--- src/rtl/i2c_pkg.sv ---
// Shared types and constants for the single-byte I2C master.
// bus_lvl() gives the SCL/SDA drive for a given state, quarter-phase and data bit.
package i2c_pkg;

    localparam int BIT_W  = 8;
    localparam int ADDR_W = 7;

    localparam logic [1:0] Q0 = 2'd0;
    localparam logic [1:0] Q1 = 2'd1;
    localparam logic [1:0] Q2 = 2'd2;
    localparam logic [1:0] Q3 = 2'd3;

    typedef enum logic [3:0] {
        IDLE,
        START,
        ADDR,
        ADDR_ACK,
        WRITE,
        WRITE_ACK,
        READ,
        READ_NACK,
        STOP
    } state_e;

    // Returns {scl, sda_oe, sda_out}
    function automatic logic [2:0] bus_lvl(state_e st, logic [1:0] q, logic b);
        logic scl_l;
        logic oe;
        logic out;
        scl_l = (q == Q1) || (q == Q2);
        oe    = 1'b0;
        out   = 1'b1;
        case (st)
            IDLE: scl_l = 1'b1;
            START: begin
                scl_l = (q != Q3);
                oe    = (q == Q2) || (q == Q3);
                out   = !oe;
            end
            ADDR, WRITE: begin
                oe  = 1'b1;
                out = b;
            end
            READ_NACK: oe = 1'b1;
            STOP: begin
                scl_l = (q != Q0);
                oe    = (q == Q0) || (q == Q1);
                out   = !oe;
            end
            default: ;
        endcase
        return {scl_l, oe, out};
    endfunction

endpackage

--- src/rtl/i2c_phase_gen.sv ---
// Quarter-phase generator: a CLK_DIV down-counter whose terminal count
// ends each quarter and advances the quarter index while run is high.
module i2c_phase_gen
    import i2c_pkg::*;
#(
    parameter int CLK_DIV = 4
) (
    input  logic       clk,
    input  logic       reset,
    input  logic       run,
    output logic [1:0] quarter,
    output logic       tick
);

    localparam int CW = (CLK_DIV > 1) ? $clog2(CLK_DIV) : 1;
    localparam logic [CW-1:0] RELOAD = CW'(CLK_DIV - 1);

    logic [CW-1:0] cnt;

    assign tick = run && (cnt == '0);

    always_ff @(posedge clk or negedge reset) begin
        if (!reset) begin
            cnt     <= '0;
            quarter <= Q0;
        end else if (!run) begin
            cnt     <= RELOAD;
            quarter <= Q0;
        end else if (tick) begin
            cnt     <= RELOAD;
            quarter <= quarter + 2'd1;
        end else begin
            cnt <= cnt - CW'(1);
        end
    end

endmodule

--- src/rtl/i2c_master_ctrl.sv ---
// Single-byte I2C master: START, address+R/W, one data byte, STOP.
// Bus outputs are registered one cycle ahead from the next quarter-phase.
//
//   state     | meaning
//   IDLE      | bus released, waiting for start
//   START     | SDA falls while SCL high
//   ADDR      | shift out addr[6:0] then rw
//   ADDR_ACK  | release SDA, sample slave ACK
//   WRITE     | shift out wdata MSB first
//   WRITE_ACK | release SDA, data ACK sampled but ignored
//   READ      | release SDA, shift sda_in into rx byte
//   READ_NACK | master drives NACK (SDA high)
//   STOP      | SDA rises while SCL high, then done
module i2c_master_ctrl
    import i2c_pkg::*;
#(
    parameter int CLK_DIV = 4
) (
    input  logic              clk,
    input  logic              reset,
    input  logic              start,
    input  logic              rw,
    input  logic [ADDR_W-1:0] addr,
    input  logic [BIT_W-1:0]  wdata,
    input  logic              sda_in,
    output logic              scl,
    output logic              sda_out,
    output logic              sda_oe,
    output logic              busy,
    output logic              done,
    output logic              ack_err,
    output logic [BIT_W-1:0]  rdata
);

    state_e           state;
    logic [2:0]       bit_cnt;
    logic [2:0]       bit_nxt;
    logic [BIT_W-1:0] addr_rw;
    logic [BIT_W-1:0] wdata_q;
    logic [BIT_W-1:0] rx_sr;
    logic [BIT_W-1:0] tx_byte;
    logic [1:0]       quarter;
    logic [1:0]       q_nxt;
    logic             tick;
    logic             bit_end;
    logic             smp;
    logic             ack_bit;
    logic             tx_bit_cur;
    logic             tx_bit_nxt;

    i2c_phase_gen #(.CLK_DIV(CLK_DIV)) u_phase (
        .clk     (clk),
        .reset   (reset),
        .run     (busy),
        .quarter (quarter),
        .tick    (tick)
    );

    assign q_nxt      = tick ? quarter + 2'd1 : quarter;
    assign bit_end    = tick && (quarter == Q3);
    assign smp        = tick && (quarter == Q1);
    assign bit_nxt    = bit_cnt + 3'd1;
    assign tx_byte    = (state == WRITE) ? wdata_q : addr_rw;
    assign tx_bit_cur = tx_byte[~bit_cnt];
    assign tx_bit_nxt = tx_byte[~bit_nxt];

    always_ff @(posedge clk or negedge reset) begin
        if (!reset) begin
            state   <= IDLE;
            bit_cnt <= '0;
            addr_rw <= '0;
            wdata_q <= '0;
            rx_sr   <= '0;
            ack_bit <= 1'b0;
            scl     <= 1'b1;
            sda_out <= 1'b1;
            sda_oe  <= 1'b0;
            busy    <= 1'b0;
            done    <= 1'b0;
            ack_err <= 1'b0;
            rdata   <= '0;
        end else begin
            done <= 1'b0;
            {scl, sda_oe, sda_out} <= bus_lvl(state, q_nxt, tx_bit_cur);
            case (state)
                IDLE: begin
                    // The done cycle is still a busy cycle as far as the host is concerned.
                    if (start && !done) begin
                        addr_rw <= {addr, rw};
                        wdata_q <= wdata;
                        ack_err <= 1'b0;
                        busy    <= 1'b1;
                        bit_cnt <= '0;
                        state   <= START;
                    end
                end
                START: begin
                    if (bit_end) begin
                        bit_cnt <= '0;
                        state   <= ADDR;
                        {scl, sda_oe, sda_out} <= bus_lvl(ADDR, Q0, addr_rw[BIT_W-1]);
                    end
                end
                ADDR, WRITE: begin
                    if (bit_end) begin
                        if (bit_cnt == 3'd7) begin
                            bit_cnt <= '0;
                            if (state == ADDR) state <= ADDR_ACK;
                            else               state <= WRITE_ACK;
                            {scl, sda_oe, sda_out} <= bus_lvl(ADDR_ACK, Q0, 1'b1);
                        end else begin
                            bit_cnt <= bit_nxt;
                            {scl, sda_oe, sda_out} <= bus_lvl(state, Q0, tx_bit_nxt);
                        end
                    end
                end
                ADDR_ACK: begin
                    if (smp) ack_bit <= sda_in;
                    if (bit_end) begin
                        bit_cnt <= '0;
                        if (ack_bit) begin
                            ack_err <= 1'b1;
                            state   <= STOP;
                            {scl, sda_oe, sda_out} <= bus_lvl(STOP, Q0, 1'b0);
                        end else if (addr_rw[0]) begin
                            state <= READ;
                            {scl, sda_oe, sda_out} <= bus_lvl(READ, Q0, 1'b1);
                        end else begin
                            state <= WRITE;
                            {scl, sda_oe, sda_out} <= bus_lvl(WRITE, Q0, wdata_q[BIT_W-1]);
                        end
                    end
                end
                WRITE_ACK: begin
                    if (smp) ack_bit <= sda_in;
                    if (bit_end) begin
                        bit_cnt <= '0;
                        state   <= STOP;
                        {scl, sda_oe, sda_out} <= bus_lvl(STOP, Q0, 1'b0);
                    end
                end
                READ: begin
                    if (smp) rx_sr <= {rx_sr[BIT_W-2:0], sda_in};
                    if (bit_end) begin
                        if (bit_cnt == 3'd7) begin
                            bit_cnt <= '0;
                            state   <= READ_NACK;
                            {scl, sda_oe, sda_out} <= bus_lvl(READ_NACK, Q0, 1'b1);
                        end else begin
                            bit_cnt <= bit_nxt;
                        end
                    end
                end
                READ_NACK: begin
                    if (bit_end) begin
                        bit_cnt <= '0;
                        state   <= STOP;
                        {scl, sda_oe, sda_out} <= bus_lvl(STOP, Q0, 1'b0);
                    end
                end
                STOP: begin
                    if (bit_end) begin
                        bit_cnt <= '0;
                        state   <= IDLE;
                        busy    <= 1'b0;
                        done    <= 1'b1;
                        if (addr_rw[0] && !ack_err) rdata <= rx_sr;
                        {scl, sda_oe, sda_out} <= bus_lvl(IDLE, Q0, 1'b1);
                    end
                end
                default: state <= IDLE;
            endcase
        end
    end

endmodule

--- config.mk ---
export PLATFORM = sky130hd
export DESIGN_NAME = i2c_master_ctrl
export DESIGN_NICKNAME = d
export VERILOG_FILES = /design/src/rtl/i2c_pkg.sv /design/src/rtl/i2c_phase_gen.sv /design/src/rtl/i2c_master_ctrl.sv
export SDC_FILE = /design/constraint.sdc
export NUM_CORES = 1
export LEC_CHECK = 0
export ABC_AREA = 1
export CAP_MARGIN = 20
export CORE_MARGIN = 2
export CORE_UTILIZATION = 30
export CTS_BUF_LIST = sky130_fd_sc_hd__clkbuf_4 sky130_fd_sc_hd__clkbuf_8
export DETAILED_ROUTE_END_ITERATION = 6
export GPL_ROUTABILITY_DRIVEN = 0
export GPL_TIMING_DRIVEN = 0
export PLACE_DENSITY = 0.52
export SETUP_SLACK_MARGIN = 0.5
export SLEW_MARGIN = 10
export SYNTH_ARGS = -nofsm -noshare
export SYNTH_HDL_FRONTEND = slang
export SYNTH_HIERARCHICAL = 1
export SYNTH_SLANG_ARGS = --single-unit
--- constraint.sdc ---
create_clock -name clk -period 3.02 [get_ports clk]
set_clock_uncertainty 0.2 [all_clocks]
set_input_delay 0.906 -clock clk [delete_from_list [all_inputs] [get_ports clk]]
set_output_delay 0.906 -clock clk [all_outputs]
set_load 0.005 [all_outputs]
; ---- Word level (Yosys, flattened, before mapping)
; Index checks and enable logic that the tools add are counted.
; W data, S select, Z words.
[word_totals]
in_bits = 20
elab_cells = 152
reg_bits = 50
out_inout_bits = 14
[op_classes]
reduce_logical = 35
n_addsub = 3
n_bitwise = 2
magnitude_cmp = 2
n_eq_ne = 27
mux = 68
[op_table]
columns = op, n
row1 = $mux W4, 10
row2 = $mux W1, 35
row3 = $pmux W4 S7, 1
row4 = $ne A2 B2 Y1 const B, 10
row5 = $eq A4 B3 Y1 const B, 4
row6 = $mux W3, 5
row7 = $mux W2, 5
row8 = $pmux W1 S3, 3
row9 = $pmux W3 S3, 1
row10 = $reduce_and A9 Y1, 1
row11 = $reduce_or A3 Y1, 3
row12 = $eq A4 B2 Y1 const B, 2
row13 = $lt A3 B4 Y1 const B, 2
row14 = $mux W8, 1
row15 = $reduce_and A4 Y1, 2
row16 = $bmux W1 S3, 2
row17 = $eq A2 B2 Y1 const B, 3
row18 = $ne A2 B1 Y1 const B, 3
row19 = $not A3 Y3, 2
row20 = $pmux W1 S6, 1
row21 = $reduce_and A2 Y1, 3
row22 = $reduce_and A3 Y1, 2
row23 = $reduce_bool A2 Y1, 3
row24 = $reduce_or A2 Y1, 3
row25 = other kinds (18), 30

; ---- Longest topological paths before layout
; Gate-level depths: netlist of the first run.
[depth]
depth_word = 10
ltp_mapped = 14
mapped_depth_nobuf = 14

; ---- Cells and area by module
; Netlist of the first run, hierarchy kept.
[by_module_without_submodules]
columns = module, cells_each, seq_area_each_um2, area_per_inst_um2, n_inst
row1 = i2c_master_ctrl, 327, 1153.6, 2531.2, 1
row2 = i2c_phase_gen, 19, 100.1, 168.9, 1

; ---- Worst setup path after synthesis of the first run
; No wires, ideal clock.
[synth_timing]
path_kind = reg-to-reg
from = register u_phase.cnt[0]
to = register sda_oe
required_ps = 2685
arrival_time_ps = 1871
synth_period_minus_slack_ps = 2206
n_path_buf = 0
stages_incl_launch_ff = 13
setup_ps = 135
setup_slack_ps = 814
path_cell_list = dfrtp_1 > inv_1 > ha_1 > nand2_1 > inv_1 > inv_1 > o21ai_0 > inv_1 > ha_1 > o21ai_0 > a21oi_1 > nor3_1 > nand4_1
[synth_via]
elab_chain_cells = 9
elab_cells_between_ends = 18
classes_between = 3 x eq/ne / 9 x mux / 6 x reduce/logical
[synth_rtl]
columns = item, line
row1 = start: declaration, i2c_phase_gen.sv:18  ; logic [CW-1:0] cnt;
row2 = start signal: assignment, i2c_phase_gen.sv:33  ; cnt <= cnt - CW'(1);
row3 = $logic_not A2 Y1 (*), i2c_phase_gen.sv:20  ; assign tick = run && (cnt == '0);
row4 = $logic_and A1 B1 Y1 (*), i2c_phase_gen.sv:20
row5 = via tick, i2c_master_ctrl.sv:44  ; logic tick;
row6 = $mux W2, -
row7 = $eq A2 B1 Y1 (tied with other cells), i2c_pkg.sv:47  ; oe = (q == Q0) || (q == Q1);
row8 = "$logic_or A1 B1 Y1, on equally long branches", "i2c_pkg.sv:47, i2c_pkg.sv:37"
row9 = $pmux W1 S3, i2c_pkg.sv:33  ; case (st)
row10 = $mux W1, i2c_master_ctrl.sv:145  ; if (bit_cnt == 3'd7) begin
row11 = $mux W1, i2c_master_ctrl.sv:144  ; if (bit_end) begin
row12 = $pmux W1 S5 (*), i2c_master_ctrl.sv:85  ; case (state)
row13 = end signal: assignment, i2c_master_ctrl.sv:84  ; {scl, sda_oe, sda_out} <= bus_lvl(state, q_nxt, tx_bit_cur);
row14 = end signal: assignment, i2c_master_ctrl.sv:148  ; {scl, sda_oe, sda_out} <= bus_lvl(READ_NACK, Q0, 1'b1);
row15 = end signal: assignment, i2c_master_ctrl.sv:158  ; {scl, sda_oe, sda_out} <= bus_lvl(STOP, Q0, 1'b0);
row16 = end: declaration, i2c_master_ctrl.sv:28  ; output logic sda_oe,
; The timed path passes the listed nets; every way through them passes the cells marked *.
; A chain may end at the register's enable or synchronous reset.

; ---- Final worst setup path of the first run
[layout_timing]
from = register scl
to = output port scl
[layout_rtl]
columns = item, line
row1 = start: declaration, i2c_master_ctrl.sv:26  ; output logic scl,
row2 = start signal: assignment, i2c_master_ctrl.sv:84
row3 = start signal: assignment, i2c_master_ctrl.sv:101  ; {scl, sda_oe, sda_out} <= bus_lvl(ADDR, Q0, addr_rw[BIT_W-1]);
row4 = start signal: assignment, i2c_master_ctrl.sv:110  ; {scl, sda_oe, sda_out} <= bus_lvl(ADDR_ACK, Q0, 1'b1);
; No word-level cell between the ends.

==> reports/summary.json, run 1 <==
{
  "critical_path": {
    "cp_max_fo": 1,
    "worstSetupPathDepth": 1,
    "nature_of_the_critical_path_startpoint": "register",
    "reg2regPathDepth": 12,
    "path_cells": "clkdlybuf4s50_1",
    "cp_slowest_cell": "dfstp_2",
    "timing_worst_setup_path_type": "reg -> out",
    "critPathTopFamily": "flip-flops",
    "slowest_delay_ns": 0.54,
    "worst_ep_arrival_time_ns": 1.33,
    "data_required_time_of_the_worst_path_ns": 1.91,
    "cp_num_buf_inv": 1,
    "cp-end-kind": "primary output"
  },
  "synth": {
    "yosys.area.top_type_share_pct": 44.5,
    "ys_seq_area_share_pct": 46.4,
    "post_synthesis_register_bit_count": 50,
    "mappedNetlistArea_um2": 2700,
    "syn_area_per_cell_um2": 7.80,
    "synth_area_leader_cell": "dfrtp_1",
    "yosysWarningCount": 6,
    "synth.top_cells.by_area": "dfrtp_1 (44%), nand2_1 (12%), nand3_1 (6.9%), o21ai_0 (6.1%), inv_1 (6.0%)",
    "synth_nets": 375,
    "yosysUniqueCellTypes": 33,
    "synth_cells": 346
  },
  "placed_design": {
    "dp.cells": 488,
    "dpl_worst_slack_ns": 0.408,
    "placement.cell_area_um2": 3180,
    "number_of_i_o_port_buffers": 33,
    "dp.final_hpwl_um": 4760
  },
  "clocking": {
    "hold_buffers": 0,
    "setup_bufs_post_cts": 0,
    "cts.htree.levels": 2,
    "worst_skew_pair_later_pin_latency_ns": 0.31,
    "clk_pin_slew_worst_paths_ns": 0.09,
    "tritoncts.num_buffers": 5,
    "ctsRootBufferMaster": "clkbuf_8",
    "tritoncts": "done",
    "cts_num_sinks": 50,
    "clock_tree.buffer_depth": 2
  },
  "drt": {
    "route.layer.met1.wl_um": 3060,
    "met2_routed_wirelength_um": 2780,
    "top_layer": "met4",
    "detailroute.via_count": 2329,
    "antenna_left": 0,
    "drt_iter0_markers": 169,
    "met3_length_um": 210,
    "drc": 0,
    "detail_route.wl_per_cell_um": 12.3,
    "wirelength_um": 6120,
    "detail_route.first_pass.iterations": 5,
    "post_drt_via_cell_ratio": 4.70
  },
  "die": {
    "start_util_pct": 31.0,
    "die_y_um": 98.9,
    "die_area_um2": 9780,
    "die_width_um": 98.9,
    "core-area_um2": 8720,
    "row_count": 34,
    "ioPinCount": 34
  },
  "sta": {
    "finalWorstSetupSlack_ns": 0.581,
    "finalCritPeriodShare_pct": 80.8,
    "timing.final.crit_period_ns": 2.44,
    "slew_headroom_pct": 61.2,
    "final-hold-violation-count": 0,
    "hold_ws_ns": 0.268,
    "timing.fmax_ghz": 0.410,
    "fin_tns_setup_ns": 0,
    "grt_setup_unrepaired": "yes",
    "setup-violations-final": 0,
    "timing_worst_slew_pin_value_ns": 0.583,
    "drv_slew": 0
  },
  "global_routing": {
    "overflow": 0,
    "grt_usage_pct": 13.4,
    "grt_start_max_net_pins": 28,
    "grt_antenna_before_repair": 0,
    "first_pass_grt_wire_length_um": 10900,
    "grt_pass1_vias": 2315
  },
  "pwr": {
    "power.density_nw_per_um2": 863,
    "power.ir.vdd_worst_mv": 0.338,
    "power.leakage_nw": 1.57,
    "post-layout-total-power_mw": 2.86
  },
  "final_layout": {
    "antenna_cells": 0,
    "fill_cells": 914,
    "nets": 416,
    "finish.utilization_pct": 38.0,
    "layout.cell_area.non_filler_um2": 3310,
    "area_growth_pct": 22.6,
    "non_filler_instance_count_after_layout": 496,
    "drive_above_1_share_pct": 11.3
  },
  "run": {
    "cap_viol_max_count": 0
  },
  "status": {
    "run_status": "completed"
  },
  "worst_hold_path": {
    "hold_path_cells": 1,
    "min-delay-path-class": "reg -> reg"
  }
}
per-layer routing:
layer / global-route usage [%] / vias up
met4: 3.58 / 0
li1: - / 1205
met5: 0 / -
met2: 21.3 / 46
met1: 18.7 / 1072
met3: 2.41 / 6
layout by cell type (no fill, tap or decap), types with 4 or more instances in the layout:
master and count:
o21ai_1 10, a21oi_1 8, ha_1 9, inv_1 42, nand3_1 37, dfrtp_1 48, nor3_1 5, nor2_1 18
nor2_2 5, clkbuf_8 5, clkdlybuf4s50_1 32, nand2_1 89, o211ai_1 4, buf_2 6, inv_2 8, o21ai_0 31
area by class of cell:
type	count	area [um^2]	area share, %
flip-flops and latches	50	1250	37.9
multi-input cells	238	1240	37.5
repair buffers	34	345	10.4
inverters	51	191	5.78
well taps	108	135	4.08
clock buffers	5	68.8	2.08
clock inverters	3	43.8	1.32
plain buffers	7	32.5	0.983
what timing repair did:
action / in CTS / in global routing
setup endpoints to repair: 1 / 5
resized for setup: 1 / 6
endpoints found under the hold margin: 0 / 0
synthesized netlist by cell type:
library cell	count
a21oi_1	9
a21oi_2	1
a31oi_1	1
buf_2	5
clkbuf_1	2
clkinv_1	1
dfrtp_1	48
dfstp_2	2
ha_1	9
inv_1	43
inv_2	7
mux2_1	1
nand2_1	89
nand2_2	2
nand2_4	2
nand3_1	37
nand3_2	2
nand4_1	1
nor2_1	19
nor2_2	4
nor2_4	2
nor3_1	5
nor3_4	1
o211a_1	1
o211ai_1	4
o21ai_0	33
o21ai_1	9
o21ai_2	1
o21bai_1	1
o22ai_1	1
o31ai_1	1
o32ai_1	1
xor2_1	1
power breakdown:
part           total, mW  switching, mW  internal, mW  leakage [nW]
logic               1.35          0.846         0.507         0.887
clock network      0.482          0.234         0.249        0.0585
registers           1.02          0.141         0.881         0.628
final timing paths:
check	slack [ns]	start	end
hold reg to reg	0.27	u_phase/cnt[0]	u_phase/cnt[0]
hold / removal	0.27	u_phase/cnt[0]	u_phase/cnt[0]
setup / recovery	0.58	scl	scl
setup reg to reg	0.67	u_phase/cnt[0]	sda_oe
min in group asynchronous	0.38	reset	addr_rw[4]
max in group asynchronous	1.62	reset	scl
sequential cells by signal (all words and copies together) (netlist names):
| name | cells |
|---|---|
| addr_rw | 8 |
| rdata | 8 |
| rx_sr | 8 |
| wdata_q | 8 |
| state | 4 |
| bit_cnt | 3 |
| u_phase/cnt | 2 |
| u_phase/quarter | 2 |
| ack_bit | 1 |
| ack_err | 1 |
| busy | 1 |
| done | 1 |
| scl | 1 |
| sda_oe | 1 |
| sda_out | 1 |
cell families after synthesis:
family | synth area share, %
buf+inv | 8.29
compound gates | 12.9
flops | 46.4
xor+xnor | 0.324
fa+ha+maj | 4.17
mux | 0.417
simple gates | 27.4
(Power assumes the default switching activity.)
==> inputs of run 2 (changes only) <==
Clock period 3.02 ns to 2.48 ns, I/O delays scaled along.
==> run 2 against run 1 <==
Net effect: cell count is 4.4% higher; utilization grew 4.4 points; clock-buffer cell count stayed put; clock power rose by 8.5%; design area increased by 12%; worst setup slack lost 0.15 ns; worst hold slack worse by 0.047 ns; non-clock buffer count increased by 22; sequential share of layout area down 3.8 points; global-route usage increased by 1.1 points; sequential cell count did not move; critical path type is now reg -> reg.
==> reports/summary.json, run 2 (same netlist as run 1, synthesis figures left out) <==
{
  "status": {
    "run_status": {"value": "completed", "change": "unchanged"}
  },
  "drt": {
    "drt_iter0_markers": {"value": 110, "change": "was 169"},
    "wirelength": {"value": 6820, "unit": "um", "change": "was 6120 um"},
    "detailroute.via_count": {"value": 2424, "change": "was 2329"},
    "drc": {"value": 0, "change": "unchanged"},
    "detail_route.wl_per_cell": {"value": 13.2, "unit": "um", "change": "was 12.3 um"},
    "antenna_left": {"value": 0, "change": "unchanged"},
    "detail_route.first_pass.iterations": {"value": 4, "change": "was 5"},
    "post_drt_via_cell_ratio": {"value": 4.68, "change": "was 4.70"}
  },
  "critical_path": {
    "path_cells": {"value": "inv_2 > ha_4 > nand2_4 > inv_8 > inv_4 > o21ai_4 > inv_2 > ha_4 > o21ai_4 > buf_6 > nand2_1 > nand2_1 > nand4_1", "change": "was clkdlybuf4s50_1"},
    "nature_of_the_critical_path_startpoint": {"value": "register", "change": "unchanged"},
    "reg2regPathDepth": {"value": 13, "change": "was 12"},
    "cp_slowest_cell": {"value": "dfrtp_1", "change": "was dfstp_2"},
    "timing.rr.start": {"value": "u_phase/cnt[0]", "change": "unchanged"},
    "timing_worst_setup_path_type": {"value": "reg -> reg", "change": "was reg -> out"},
    "r2r_setup_slack": {"value": 0.43, "unit": "ns", "change": "was 0.67 ns"},
    "slowest_delay": {"value": 0.41, "unit": "ns", "change": "was 0.54 ns"},
    "worst_r2r_end": {"value": "sda_oe", "change": "unchanged"},
    "cp-end-kind": {"value": "register", "change": "was primary output"},
    "worst_ep_arrival_time": {"value": 2.04, "unit": "ns", "change": "was 1.33 ns"},
    "cp_max_fo": {"value": 4, "change": "was 1"},
    "data_required_time_of_the_worst_path": {"value": 2.47, "unit": "ns", "change": "was 1.91 ns"}
  },
  "die": {
    "row_count": {"value": 34, "change": "unchanged"},
    "die_y": {"value": 98.9, "unit": "um", "change": "unchanged"},
    "die_area": {"value": 9780, "unit": "um^2", "change": "unchanged"},
    "ioPinCount": {"value": 34, "change": "unchanged"},
    "core-area": {"value": 8720, "unit": "um^2", "change": "unchanged"},
    "start_util": {"value": 31.0, "unit": "%", "change": "unchanged"},
    "die_width": {"value": 98.9, "unit": "um", "change": "unchanged"}
  },
  "pwr": {
    "power.leakage": {"value": 1.78, "unit": "nW", "change": "was 1.57 nW"},
    "post-layout-total-power": {"value": 3.95, "unit": "mW", "change": "was 2.86 mW"},
    "power.density": {"value": 1070, "unit": "nW/um^2", "change": "was 863 nW/um^2"},
    "power.ir.vdd_worst": {"value": 0.532, "unit": "mV", "change": "was 0.338 mV"}
  },
  "sta": {
    "drv_slew": {"value": 0, "change": "unchanged"},
    "setup-violations-final": {"value": 0, "change": "unchanged"},
    "grt_setup_unrepaired": {"value": "yes", "change": "unchanged"},
    "timing.fmax_ghz": 0.488,
    "timing.final.crit_period_ns": 2.05,
    "final-hold-violation-count": {"value": 0, "change": "unchanged"},
    "slew_headroom": {"value": 60.1, "unit": "%", "change": "was 61.2%"},
    "finalWorstSetupSlack": {"value": 0.430, "unit": "ns", "change": "was 0.581 ns"},
    "finalCritPeriodShare_pct": 82.7,
    "timing_worst_slew_pin_value": {"value": 0.599, "unit": "ns", "change": "was 0.583 ns"},
    "fin_tns_setup": {"value": 0, "unit": "ns", "change": "unchanged"}
  },
  "final_layout": {
    "nets": {"value": 438, "change": "was 416"},
    "antenna_cells": {"value": 0, "change": "unchanged"},
    "final_cell_mix": {"value": "nand2_1 (83), dfrtp_1 (43), inv_1 (36), nand3_1 (36), o21ai_0 (29)", "change": "was nand2_1 (89), dfrtp_1 (48), inv_1 (42)"},
    "layout.cell_area.non_filler": {"value": 3700, "unit": "um^2", "change": "was 3310 um^2"},
    "drive_above_1_share": {"value": 25.4, "unit": "%", "change": "was 11.3%"},
    "area_growth": {"value": 37.0, "unit": "%", "change": "was 22.6%"},
    "layout.cells.most_common": {"value": "nand2_1", "change": "unchanged"}
  },
  "placed_design": {
    "dp.final_hpwl": {"value": 4890, "unit": "um", "change": "was 4760 um"},
    "number_of_i_o_port_buffers": {"value": 33, "change": "unchanged"},
    "placement.cell_area": {"value": 3200, "unit": "um^2", "change": "was 3180 um^2"},
    "dpl_worst_slack": {"value": 0.0274, "unit": "ns", "change": "was 0.408 ns"}
  },
  "clocking": {
    "clk_pin_slew_worst_paths": {"value": 0.11, "unit": "ns", "change": "was 0.09 ns"},
    "tritoncts.num_buffers": {"value": 5, "change": "unchanged"},
    "cts_num_sinks": {"value": 50, "change": "unchanged"},
    "worst_skew_pair_later_pin_latency": {"value": 0.31, "unit": "ns", "change": "about the same"},
    "tritoncts": {"value": "done", "change": "unchanged"},
    "cts.htree.levels": {"value": 2, "change": "unchanged"},
    "ctsRootBufferMaster": {"value": "clkbuf_8", "change": "unchanged"},
    "clock_tree.buffer_depth": {"value": 2, "change": "unchanged"},
    "hold_buffers": {"value": 0, "change": "unchanged"}
  },
  "worst_hold_path": {
    "min-delay-path-class": {"value": "in -> async", "change": "was reg -> reg"}
  },
  "run": {
    "cap_viol_max_count": {"value": 0, "change": "unchanged"}
  },
  "global_routing": {
    "grt_antenna_before_repair": {"value": 0, "change": "unchanged"},
    "grt_start_max_net_pins": {"value": 28, "change": "unchanged"},
    "grt_pass1_vias": {"value": 2504, "change": "was 2315"},
    "first_pass_grt_wire_length": {"value": 11700, "unit": "um", "change": "was 10900 um"},
    "grt_usage": {"value": 14.5, "unit": "%", "change": "was 13.4%"},
    "overflow": {"value": 0, "change": "unchanged"}
  }
}
[run 2: repair_timing]
action                     4_1_cts  5_1_grt
setup endpoints to repair       33       44
setup buffers                   13        9
pin swaps                       15       10
gates resized for setup         56       40
[run 2: power breakdown]
part	leakage, nW	total (mW)	switching (mW)	internal [mW]
sequential	0.623	1.24	0.157	1.08
combinational	1.11	2.19	1.29	0.896
clock	0.0502	0.523	0.313	0.210
[run 2: critical path: cells and delay by family, from the launching register on]
family,cells,cell delay (ns)
adders and majority gates,2,0.32
AOI/OAI and AO/OA,2,0.33
buffers and inverters,5,0.41
DFF,1,0.41
and+or+nand+nor,4,0.27
[run 2: per-layer routing]
metal	share of wire (%)	wire (um)	up-vias	track usage, %
met5	0	0	-	0
met4	1.1	77	0	3.58
met3	2.9	200	6	2.27
met2	48	3290	36	23.6
met1	48	3250	1136	20.2
li1	-	-	1246	-
[run 2: area by class of cell]
cell class                      instances  area (um^2)
Fill cell                             900         5020
Inverter                               51          211
Tap cell                              108          135
Clock inverter                          3         28.8
Clock buffer                            5         68.8
Multi-Input combinational cell        238         1440
Sequential cell                        50         1260
Timing Repair Buffer                   56          495
Buffer                                  7         55.1
[run 2: worst max path at each step]
stage	start	to	slack, ns	cells after the start
floorplan	u_phase/cnt[0]	sda_oe	0.49	12
global placement	reset	rx_sr[1]	-1.07	1
detailed placement	start	state[2]	0.03	8
CTS	u_phase/cnt[0]	sda_oe	0.34	12
global route	u_phase/cnt[0]	sda_oe	0.33	13
finish	u_phase/cnt[0]	sda_oe	0.43	13
[run 2: metrics by stage]
step	hold WS, ns	instances	utilization, %
after floorplan	0.234	346	-
after global placement	0.251	487	36.5
after detailed placement	0.259	488	36.7
after CTS	0.238	509	40.3
after global routing	0.261	518	42.4
final	0.221	518	42.4
==> inputs of run 3 (changes only) <==
Settings changed: PLACE_DENSITY 0.52 to 0.54.
Clock period 2.48 ns to 1.88 ns, I/O delays scaled along.
==> run 3 against run 2 <==
Net effect: the flow now finishes with violations (setup timing); fmax is 0.48% higher; power is 68% higher; first-iteration DRC count up 48%; combinational power up 96%; critical endpoint unchanged; largest cell class unchanged; highest routed layer unchanged.
==> reports/summary.json, run 3 (same netlist as run 1, synthesis figures left out) <==
{
  "status": {
    "run_status": {"value": "finished, violations left", "change": "was completed"},
    "violations_in_the_final_reports": "setup timing"
  },
  "run": {
    "cap_viol_max_count": {"value": 0, "change": "unchanged"}
  },
  "drt": {
    "drt_iter0_markers": {"value": 163, "change": "was 110"},
    "detailroute.via_count": {"value": 2731, "change": "was 2424"},
    "post_drt_via_cell_ratio": {"value": 4.85, "change": "was 4.68"},
    "detail_route.wl_per_cell": {"value": 14.6, "unit": "um", "change": "was 13.2 um"},
    "drc": {"value": 0, "change": "unchanged"},
    "antenna_left": {"value": 0, "change": "unchanged"},
    "wirelength": {"value": 8240, "unit": "um", "change": "was 6820 um"},
    "detail_route.first_pass.iterations": {"value": 4, "change": "unchanged"}
  },
  "sta": {
    "final-hold-violation-count": {"value": 0, "change": "unchanged"},
    "slew_headroom": {"value": 68.3, "unit": "%", "change": "was 60.1%"},
    "fin_tns_setup": {"value": -1.01, "unit": "ns", "change": "was 0 ns"},
    "drv_slew": {"value": 0, "change": "unchanged"},
    "grt_setup_unrepaired": {"value": "yes", "change": "unchanged"},
    "finalWorstSetupSlack": {"value": -0.160, "unit": "ns", "change": "was 0.430 ns"},
    "setup-violations-final": {"value": 14, "change": "was 0"},
    "timing.fmax": {"value": 0.490, "unit": "GHz", "change": "was 0.488 GHz"},
    "finalCritPeriodShare": {"value": 109, "unit": "%", "change": "was 82.7%"},
    "timing.final.crit_period": {"value": 2.04, "unit": "ns", "change": "was 2.05 ns"},
    "hold_ws": {"value": 0.00405, "unit": "ns", "change": "was 0.221 ns"},
    "timing_worst_slew_pin_value": {"value": 0.475, "unit": "ns", "change": "was 0.599 ns"}
  },
  "global_routing": {
    "groute.layer.met2.usage": {"value": 27.8, "unit": "%", "change": "was 23.6%"},
    "grt_antenna_before_repair": {"value": 0, "change": "unchanged"},
    "overflow": {"value": 0, "change": "unchanged"},
    "grtUsageMet1": {"value": 22.2, "unit": "%", "change": "was 20.2%"},
    "gr-usage-met3": {"value": 2.27, "unit": "%", "change": "unchanged"},
    "first_pass_grt_wire_length": {"value": 13100, "unit": "um", "change": "was 11700 um"},
    "grt_start_max_net_pins": {"value": 33, "change": "was 28"},
    "grt_usage": {"value": 16.6, "unit": "%", "change": "was 14.5%"},
    "global_route.peak_usage_layer": {"value": "met2", "change": "unchanged"},
    "grt_pass1_vias": {"value": 2734, "change": "was 2504"}
  },
  "final_layout": {
    "seq_area": {"value": 1260, "unit": "um^2", "change": "unchanged"},
    "layout.cell_area.non_filler": {"value": 4610, "unit": "um^2", "change": "was 3700 um^2"},
    "area_growth": {"value": 70.6, "unit": "%", "change": "was 37.0%"},
    "nets": {"value": 483, "change": "was 438"},
    "layout.cells.most_common": {"value": "nand2_1", "change": "unchanged"},
    "finish.utilization": {"value": 52.8, "unit": "%", "change": "was 42.4%"},
    "multiInputGateArea": {"value": 1820, "unit": "um^2", "change": "was 1440 um^2"},
    "drive_above_1_share": {"value": 50.8, "unit": "%", "change": "was 25.4%"},
    "fill_cells": {"value": 755, "change": "was 900"},
    "antenna_cells": {"value": 0, "change": "unchanged"},
    "non_filler_instance_count_after_layout": {"value": 563, "change": "was 518"},
    "final_cell_mix": {"value": "nand2_1 (51), dfrtp_1 (43), buf_4 (40)", "change": "was nand2_1 (83), dfrtp_1 (43), inv_1 (36), nand3_1 (36), o21ai_0 (29)"}
  },
  "die": {
    "die_area": {"value": 9780, "unit": "um^2", "change": "unchanged"},
    "die_y": {"value": 98.9, "unit": "um", "change": "unchanged"},
    "core-area": {"value": 8720, "unit": "um^2", "change": "unchanged"},
    "die_width": {"value": 98.9, "unit": "um", "change": "unchanged"},
    "ioPinCount": {"value": 34, "change": "unchanged"},
    "row_count": {"value": 34, "change": "unchanged"},
    "start_util": {"value": 31.0, "unit": "%", "change": "unchanged"}
  },
  "placed_design": {
    "dp.final_hpwl": {"value": 4700, "unit": "um", "change": "was 4890 um"},
    "dpl_worst_slack": {"value": -0.403, "unit": "ns", "change": "was 0.0274 ns"},
    "placement.cell_area": {"value": 3320, "unit": "um^2", "change": "was 3200 um^2"},
    "number_of_i_o_port_buffers": {"value": 33, "change": "unchanged"},
    "dp.cells": {"value": 488, "change": "unchanged"}
  },
  "critical_path": {
    "timing.critical_path.from": {"value": "u_phase/cnt[0]", "change": "unchanged"},
    "worst_r2r_end": {"value": "sda_oe", "change": "unchanged"},
    "r2r_setup_slack": {"value": -0.16, "unit": "ns", "change": "was 0.43 ns"},
    "timing.rr.start": {"value": "u_phase/cnt[0]", "change": "unchanged"},
    "worst_setup_endpoint": {"value": "sda_oe", "change": "unchanged"},
    "cp_max_fo": {"value": 4, "change": "unchanged"},
    "nature_of_the_critical_path_startpoint": {"value": "register", "change": "unchanged"},
    "data_required_time_of_the_worst_path": {"value": 1.87, "unit": "ns", "change": "was 2.47 ns"},
    "cp-end-kind": {"value": "register", "change": "unchanged"},
    "worst_ep_arrival_time": {"value": 2.03, "unit": "ns", "change": "was 2.04 ns"},
    "reg2regPathDepth": {"value": 12, "change": "was 13"},
    "timing_worst_setup_path_type": {"value": "reg -> reg", "change": "unchanged"}
  },
  "clocking": {
    "clock_tree.buffer_depth": {"value": 2, "change": "unchanged"},
    "ctsRootBufferMaster": {"value": "clkbuf_8", "change": "unchanged"},
    "hold_buffers": {"value": 0, "change": "unchanged"},
    "cts.htree.levels": {"value": 2, "change": "unchanged"},
    "tritoncts.num_buffers": {"value": 5, "change": "unchanged"},
    "clk_pin_slew_worst_paths": {"value": 0.09, "unit": "ns", "change": "was 0.11 ns"},
    "cts_num_sinks": {"value": 50, "change": "unchanged"},
    "tritoncts": {"value": "done", "change": "unchanged"},
    "worst_skew_pair_later_pin_latency": {"value": 0.31, "unit": "ns", "change": "about the same"}
  },
  "worst_hold_path": {
    "min-delay-path-class": {"value": "in -> async", "change": "unchanged"}
  },
  "pwr": {
    "power.leakage": {"value": 2.18, "unit": "nW", "change": "was 1.78 nW"},
    "power.density": {"value": 1440, "unit": "nW/um^2", "change": "was 1070 nW/um^2"},
    "post-layout-total-power": {"value": 6.62, "unit": "mW", "change": "was 3.95 mW"},
    "power.ir.vdd_worst": {"value": 0.750, "unit": "mV", "change": "was 0.532 mV"}
  }
}
-- run 3: routing by layer --
layer	part of all wire (%)	vias up
li1	-	1342
met1	44	1317
met2	51	63
met3	3.0	9
met4	1.7	0
met5	0	-
-- run 3: repair_timing --
action	4_1_cts	5_1_grt
setup endpoints to repair	60	60
buffers inserted	47	15
gates cloned	5	0
pin swaps	33	10
resized for setup	159	79
-- run 3: area by class of cell --
type / instances / area share (%)
multi-input combinational: 238 / 39.5
buffer: 7 / 1.87
sequential: 50 / 27.4
clock inverter: 2 / 0.272
timing repair buffer: 101 / 20.9
inverter: 51 / 5.32
tap: 108 / 2.93
clock buffer: 6 / 1.79
-- run 3: how the worst min path moves through the flow --
stage / endpoint / slack [ns] / depth (start not counted)
finish: wdata_q[1] / 0.004 / 1
global route: rx_sr[0] / 0.02 / 1
CTS: wdata_q[1] / 0.01 / 1
detailed placement: rx_sr[2] / 0.28 / 2
global placement: rx_sr[2] / 0.27 / 2
floorplan: ack_bit / 0.07 / 0
-- run 3: report_power, final --
part	switching [mW]	internal (mW)
Sequential	0.227	1.42
Combinational	2.33	1.97
Clock	0.364	0.296
Total	2.92	3.69
-- run 3: worst max-delay path, stage by stage (launching register included) --
cell     delay (ns)
dfrtp_1        0.40
inv_2          0.07
ha_4           0.14
nand2_4        0.06
inv_8          0.08
xor2_4         0.19
inv_2          0.10
ha_4           0.19
o21ai_4        0.17
buf_4          0.13
nand2_1        0.05
nand2_1        0.06
nand4_1        0.08
